==> src/rtl/matrix_pkg.sv <==
// matrix_pkg: shared constants for the matrix accelerator datapath.
//   MAC_DATA_W / MAC_CNT_W : default operand/accumulator and term-counter widths
//   SMAX / SMIN            : signed limits at the default data width
//   sat_mode_e             : encoding of the SATURATE parameter (wrap vs clamp)
package matrix_pkg;
    localparam int MAC_DATA_W = 32;
    localparam int MAC_CNT_W  = 8;

    localparam logic [MAC_DATA_W-1:0] SMAX = {1'b0, {(MAC_DATA_W-1){1'b1}}};
    localparam logic [MAC_DATA_W-1:0] SMIN = {1'b1, {(MAC_DATA_W-1){1'b0}}};

    typedef enum int {
        SAT_WRAP  = 0,
        SAT_CLAMP = 1
    } sat_mode_e;
endpackage

==> src/rtl/matrix_sat_add.sv <==
// matrix_sat_add: combinational signed adder with overflow flag and optional clamp.
//   i_x, i_y : signed DATA_W operands
//   o_sum    : i_x + i_y, wrapped or clamped to the signed range (CLAMP)
//   o_ovf    : signed overflow of the raw sum
module matrix_sat_add #(
    parameter int DATA_W = 32,
    parameter bit CLAMP  = 1'b0
) (
    input  logic [DATA_W-1:0] i_x,
    input  logic [DATA_W-1:0] i_y,
    output logic [DATA_W-1:0] o_sum,
    output logic              o_ovf
);
    localparam logic [DATA_W-1:0] S_MAX = {1'b0, {(DATA_W-1){1'b1}}};
    localparam logic [DATA_W-1:0] S_MIN = {1'b1, {(DATA_W-1){1'b0}}};

    logic [DATA_W-1:0] raw;

    always_comb begin
        raw   = i_x + i_y;
        // Same-sign operands producing an opposite-sign result.
        o_ovf = (i_x[DATA_W-1] == i_y[DATA_W-1]) && (raw[DATA_W-1] != i_x[DATA_W-1]);
        o_sum = raw;
        // On overflow the operand sign tells which rail was crossed.
        if (CLAMP && o_ovf) begin
            o_sum = i_x[DATA_W-1] ? S_MIN : S_MAX;
        end
    end
endmodule

==> src/rtl/matrix_mac_pipe.sv <==
// matrix_mac_pipe: two-stage pipelined signed multiply-accumulate.
//   i_wb_clk  : clock, posedge
//   m_rst_t   : async active-high reset, clears the whole pipe
//   i_run     : operand pair valid this cycle (always accepted)
//   i_a, i_b  : signed operands
//   o_acc     : registered running sum
//   o_busy    : a term is in stage 1 or stage 2
//   o_count   : terms accumulated since reset, saturating
//   o_ovf     : sticky product/sum overflow
module matrix_mac_pipe
    import matrix_pkg::*;
#(
    parameter int DATA_W   = MAC_DATA_W,
    parameter int CNT_W    = MAC_CNT_W,
    parameter int SATURATE = 0
) (
    input  logic              i_wb_clk,
    input  logic              m_rst_t,
    input  logic              i_run,
    input  logic [DATA_W-1:0] i_a,
    input  logic [DATA_W-1:0] i_b,
    output logic [DATA_W-1:0] o_acc,
    output logic              o_busy,
    output logic [CNT_W-1:0]  o_count,
    output logic              o_ovf
);
    localparam bit CLAMP = (SATURATE == int'(SAT_CLAMP));
    localparam logic [DATA_W-1:0] S_MAX = {1'b0, {(DATA_W-1){1'b1}}};
    localparam logic [DATA_W-1:0] S_MIN = {1'b1, {(DATA_W-1){1'b0}}};

    // vld_q[0] = stage-1 valid, vld_q[1] = stage-2 updated last cycle
    logic [1:0]        vld_q, vld_d;
    logic [DATA_W-1:0] p1_q, p1_d;
    logic              ovf1_q, ovf1_d;
    logic [DATA_W-1:0] acc_q, acc_d;
    logic [CNT_W-1:0]  cnt_q, cnt_d;
    logic              ovf_q, ovf_d;

    logic [2*DATA_W-1:0] prod_full;
    logic                prod_ovf;
    logic [DATA_W-1:0]   prod_red;
    logic [DATA_W-1:0]   sum;
    logic                add_ovf;

    matrix_sat_add #(.DATA_W(DATA_W), .CLAMP(CLAMP)) u_add (
        .i_x   (acc_q),
        .i_y   (p1_q),
        .o_sum (sum),
        .o_ovf (add_ovf)
    );

    always_comb begin
        // Sign-extend to 2*DATA_W so the low bits of the unsigned product
        // are exactly the signed product.
        prod_full = {{DATA_W{i_a[DATA_W-1]}}, i_a} * {{DATA_W{i_b[DATA_W-1]}}, i_b};
        // Fits in DATA_W only if the top DATA_W+1 bits are all equal.
        prod_ovf  = ~(&prod_full[2*DATA_W-1:DATA_W-1]) & (|prod_full[2*DATA_W-1:DATA_W-1]);
        prod_red  = prod_full[DATA_W-1:0];
        if (CLAMP && prod_ovf) begin
            prod_red = prod_full[2*DATA_W-1] ? S_MIN : S_MAX;
        end

        vld_d  = {vld_q[0], i_run};
        p1_d   = i_run ? prod_red : p1_q;
        ovf1_d = i_run ? prod_ovf : ovf1_q;

        acc_d = acc_q;
        cnt_d = cnt_q;
        ovf_d = ovf_q;
        if (vld_q[0]) begin
            acc_d = sum;
            cnt_d = (&cnt_q) ? cnt_q : cnt_q + CNT_W'(1);
            ovf_d = ovf_q | ovf1_q | add_ovf;
        end
    end

    always_ff @(posedge i_wb_clk or posedge m_rst_t) begin
        if (m_rst_t) begin
            vld_q  <= '0;
            p1_q   <= '0;
            ovf1_q <= 1'b0;
            acc_q  <= '0;
            cnt_q  <= '0;
            ovf_q  <= 1'b0;
        end else begin
            vld_q  <= vld_d;
            p1_q   <= p1_d;
            ovf1_q <= ovf1_d;
            acc_q  <= acc_d;
            cnt_q  <= cnt_d;
            ovf_q  <= ovf_d;
        end
    end

    assign o_acc   = acc_q;
    assign o_count = cnt_q;
    assign o_ovf   = ovf_q;
    assign o_busy  = |vld_q;
endmodule

==> config.mk <==
export PLATFORM = sky130hd
export DESIGN_NAME = matrix_mac_pipe
export DESIGN_NICKNAME = d
export VERILOG_FILES = /design/src/rtl/matrix_pkg.sv /design/src/rtl/matrix_sat_add.sv /design/src/rtl/matrix_mac_pipe.sv
export SDC_FILE = /design/constraint.sdc
export NUM_CORES = 2
export LEC_CHECK = 0
export BUFFER_PORTS_ARGS = -buffer_cell sky130_fd_sc_hd__buf_4
export CORE_UTILIZATION = 30
export CTS_CLUSTER_DIAMETER = 50
export DETAILED_ROUTE_END_ITERATION = 10
export GPL_TIMING_DRIVEN = 1
export HOLD_SLACK_MARGIN = 0.12
export SYNTH_ARGS = -nofsm -noshare
export SYNTH_HDL_FRONTEND = slang
export SYNTH_HIERARCHICAL = 1
export SYNTH_SLANG_ARGS = --single-unit
==> constraint.sdc <==
create_clock -name i_wb_clk -period 3.3 [get_ports i_wb_clk]
set_input_delay 0.33 -clock i_wb_clk [delete_from_list [all_inputs] [get_ports i_wb_clk]]
set_output_delay 0.33 -clock i_wb_clk [all_outputs]
set_load 0.05 [all_outputs]
=== Word level (Yosys, flattened, before mapping) ===
Index checks and enable logic that the tools add are counted.
Widths: inputs -> output; s select.

* Add/subtract/negate cells: 2
* Bitwise gates (word level): 5
* Reduce and logical (&&, ||, !) cells: 6
* Eq/ne operators: 2
* Multipliers: 1

{| class="wikitable"
|+ Operator list
! cell !! count
|-
| $mul 32x32->64 || 1
|-
| $reduce_and 33->1 || 1
|-
| $reduce_or 33->1 || 1
|-
| $add 32x32->32 || 1
|-
| $add 8x1->8 const B || 1
|-
| $reduce_and 8->1 || 1
|-
| $not 1->1 || 2
|-
| $or 1x1->1 || 2
|-
| $reduce_and 2->1 || 1
|-
| $reduce_or 2->1 || 1
|-
| $and 1x1->1 || 1
|-
| $eq 1x1->1 || 1
|-
| $logic_and 1x1->1 || 1
|-
| $ne 1x1->1 || 1
|}

* Logic and storage cells: 22
* Register bits after elaboration: 76
* Output and inout bits: 42
* Bits of input ports: 67

=== Logic depth before layout (Yosys ltp) ===
* Depth in word-level cells: 4
* Mapped depth: 31

=== By module ===
Netlist, hierarchy kept.

{| class="wikitable"
|+ By module, submodules not included
! module !! cells an instance !! instances !! sequential area each (um2) !! area an instance (um2)
|-
| matrix_mac_pipe || 3,924 || 1 || 1,901.8 || 38,555.7
|-
| matrix_sat_add || 215 || 1 || 0.0 || 1,695.4
|}

=== Least setup slack after synthesis ===
No wires, ideal clock.

* Path type: input port to flip-flop
* From: in i_a[31]
* To: reg ovf1_q
* Path slack: -5.088 ns
* Buffers on the path: 2
* Stages on the path: 28
* Arrival: 8.254 ns
* Setup time: 0.134 ns
* Cells stage by stage: clkbuf_1 -> nand2_1 -> inv_1 -> fa_1 -> inv_1 -> fa_1 -> inv_1 -> fa_1 -> inv_1 -> fa_1 -> fa_1 -> fa_1 -> fa_1 -> fa_1 -> inv_1 -> ha_1 -> buf_2 -> and4_1 -> and2_1 -> and3_1 -> a211o_1 -> o21bai_2 -> a21oi_1 -> o21ai_0 -> xnor2_1 -> or4_1 -> o41ai_1 -> a21oi_1

* Longest elaborated chain between the ends: 4
* Elaborated cells on any way between the ends: 5

{| class="wikitable"
|+ Ends and longest elaborated chain
! item !! RTL line !! text
|-
| start, declared || matrix_mac_pipe.sv:20 || <nowiki>input logic [DATA_W-1:0] i_a,</nowiki>
|-
| $mul 32x32->64 * || matrix_mac_pipe.sv:55 || <nowiki>prod_full = {{DATA_W{i_a[DATA_W-1]}}, i_a} * {{DATA_W{i_b[DATA_W-1]}}, i_b};</nowiki>
|-
| $reduce_and 33->1 || matrix_mac_pipe.sv:57 || <nowiki>prod_ovf = ~(&prod_full[2*DATA_W-1:DATA_W-1]) & (|prod_full[2*DATA_W-1:DATA_W-1]);</nowiki>
|-
| $not 1->1 || matrix_mac_pipe.sv:57 ||
|-
| $and 1x1->1 * || matrix_mac_pipe.sv:57 ||
|-
| end signal, assigned || matrix_mac_pipe.sv:88 || <nowiki>ovf1_q <= ovf1_d;</nowiki>
|-
| end, declared || matrix_mac_pipe.sv:34 || <nowiki>logic ovf1_q, ovf1_d;</nowiki>
|}

Mark *: on every way between the ends. The rest lies on a longest branch, timed or not.
A chain may end at the register's enable or synchronous reset.

=== Worst setup path in the final report ===
* From: in i_b[18]
* To: reg ovf1_q

* Longest elaborated chain between the ends: 4
* Elaborated cells on any way between the ends: 5

{| class="wikitable"
|+ Ends and longest elaborated chain
! item !! RTL line !! text
|-
| start, declared || matrix_mac_pipe.sv:21 || <nowiki>input logic [DATA_W-1:0] i_b,</nowiki>
|-
| $mul 32x32->64 * || matrix_mac_pipe.sv:55 ||
|-
| $reduce_and 33->1 || matrix_mac_pipe.sv:57 ||
|-
| $not 1->1 || matrix_mac_pipe.sv:57 ||
|-
| $and 1x1->1 * || matrix_mac_pipe.sv:57 ||
|}

Marks and branches as above.

==> out/qor.csv <==
metric,value,unit
rows,134,
outcome,finished with violations,
timing.final.crit_share,236,%
grt_pass1_vias,33300,
worst_clock_skew,14.9,ps
holdBufCountCts,0,
postRouteAntennaNets,0,
clk_latency,350,ps
cts_tree,yes,
root_buffer,clkbuf_16,
ys_ff_latch,76,
place_ws,-5220,ps
hold_viol,0,
ys_seq_area_share,4.72,%
clk_pin_slew,80,ps
antenna_found_initial,2,
layout_common_cells,"1034 x fa_1, 712 x inv_1, 605 x nand2_1",
syn_nets,5505,
rr_worst_depth,11,
drtIter0Drc,1638,
grt.total_usage,16.6,%
vias,29300,
setup_ws,-4470,ps
route.detailed.drc,0,
gr-max-usage-layer,met2,
maxCapViolations,0,
reg2reg_from,o_acc[0],
grt_start_max_net_pins,50,
dp_hpwl,96700,um
synth_flop_cell,dfrtp_1,
avgRoutedWirePerCell,17.1,um
synth_edf_count,0,
maxSlewViolCount,0,
area_growth,21.5,%
worst_setup_path_start_kind,input pin,
cts.sinks,76,
timing.fmax,0.129,GHz
coreArea,133000,sq um
rsz0062_at_grt,true,
synth_area,40300,sq um
final_common_cell,fa_1,
drive_gt1_share,22.3,%
drt-total-wl,108000,um
cts_made_buffers,9,
r2r_slack,200,ps
required,3530,ps
critPathKind,in -> reg,
fin_crit,7770,ps
first_pass_iters,6,
r2r-end,o_acc[28],
vias_per_cell,4.63,
max_slew.worst_pin.slew,975,ps
yosysWarnings,6,
start_util,30.2,%
io_buffers,108,
async_reset_ff_share,100,%
fin_nets,5910,
worst_setup_path_end_kind,register,
slew_headroom,35.0,%
syn_area_per_cell,9.72,sq um
setup_viol,29,
violations,negative setup slack,
syn_inst,4139,
critPathMaxFanout,10,
cp.arrival,8010,ps
use_met2,30.1,%
globalRouteOverflowTotal,0,
grt_pass1_wl,179000,um
grt_util_met3,1.54,%
die_area,136000,sq um
place_congestion,0.872,
yosys.cell_types.count,84,
io_pins,109,
die_width,368,um
die_h,368,um
h-tree-depth,3,
use_met1,21.2,%
clockBufferDepth,2,
hp-class,in -> async,
-- routing by layer --
| layer | up-vias | wire length [um] |
|---|---|---|
| met5 | - | 0 |
| li1 | 13200 | - |
| met2 | 633 | 55400 |
| met3 | 141 | 3870 |
| met4 | 0 | 3040 |
| met1 | 15300 | 45800 |
-- metrics by stage --
stage	TNS [ps]	utilization [%]	hold slack [ps]	area (sq um)	cells
2_1_floorplan	-63100	-	352	41300	4139
3_5_place_dp	-85330	35.1	454	46800	6266
3_3_place_gp	-84600	35.1	456	46800	6266
5_1_grt	-79040	36.7	208	48900	6318
6_report	-74230	36.7	131	48900	6319
4_1_cts	-67510	36.2	146	48200	6301
-- Yosys cell counts, drive strengths merged, types with 16 or more instances --
cell type,count,area share [%]
nand3,34,0.44
o21a,16,0.32
nand2,630,5.9
nand2b,30,0.47
dfrtp,76,4.7
a21oi,99,1.3
mux2,61,1.7
nand4,32,0.50
ha,216,6.7
o21ai,53,0.70
fa,1083,54
xnor2,63,1.4
buf,19,0.28
a21o,43,0.80
nor2,62,0.58
nor3,22,0.27
inv,738,6.9
clkbuf,220,2.1
xor2,42,0.91
and2,451,7.0
-- cell families (layout without fill, tap and decap cells) --
logic type	count (synthesis)	count (layout)	synth area share (%)
flops	76	76	4.72
mux	64	64	1.78
xor+xnor	105	105	2.32
simple gates	1311	1311	16.0
buf+inv	978	1388	9.23
other cells	0	2	0
compound gates	306	306	5.37
fa+ha+maj	1299	1299	60.6
-- flip-flops by register name, indices dropped and copies added (netlist names) --
| register | count |
|---|---|
| o_ovf | 1 |
| p1_q | 32 |
| o_count | 8 |
| o_acc | 32 |
| ovf1_q | 1 |
| vld_q | 2 |
-- area by class of cell --
cell class              count  area, sq um
multi-input cells        3085        36100
fillers                 13300        84400
repair buffers            633         5560
diodes                      2         5.00
clock buffers              11          253
well taps                1768         2210
clock inverters             5         58.8
flip-flops and latches     76         1900
inverters                 739         2790
-- worst max-delay path, cell delays in order --
cell	delay, ps
buf_4	170
buf_4	180
and2_1	170
fa_1	510
inv_1	60
fa_1	530
inv_1	60
fa_1	410
inv_1	100
fa_1	440
fa_2	600
fa_1	430
fa_1	470
fa_1	510
inv_1	40
ha_1	330
a21oi_2	170
o211ai_1	170
a211o_1	340
a21oi_2	160
o21ai_0	100
a21o_1	210
a31o_1	250
a221oi_2	240
xor2_1	120
or4_4	540
o41ai_2	220
a21oi_1	110
-- how the worst max path moves through the flow --
stage                 start     end  slack [ps]  depth (start not counted)
floorplan            i_b[7]  ovf1_q       -4590                         28
global placement     i_b[3]  ovf1_q       -5110                         27
detailed placement   i_b[3]  ovf1_q       -5220                         26
CTS                 i_a[31]  ovf1_q       -4510                         29
global route        i_a[31]  ovf1_q       -4740                         27
finish              i_b[18]  ovf1_q       -4470                         28
-- repair_timing --
item | CTS | global route
setup endpoints to repair | 28 | 28
gates resized for setup | 233 | 126
pin swaps | 63 | 74
setup buffers | 19 | 22
Power is not shown: default switching activity piles up to over one toggle a cycle in this logic, so the estimate is an artifact.
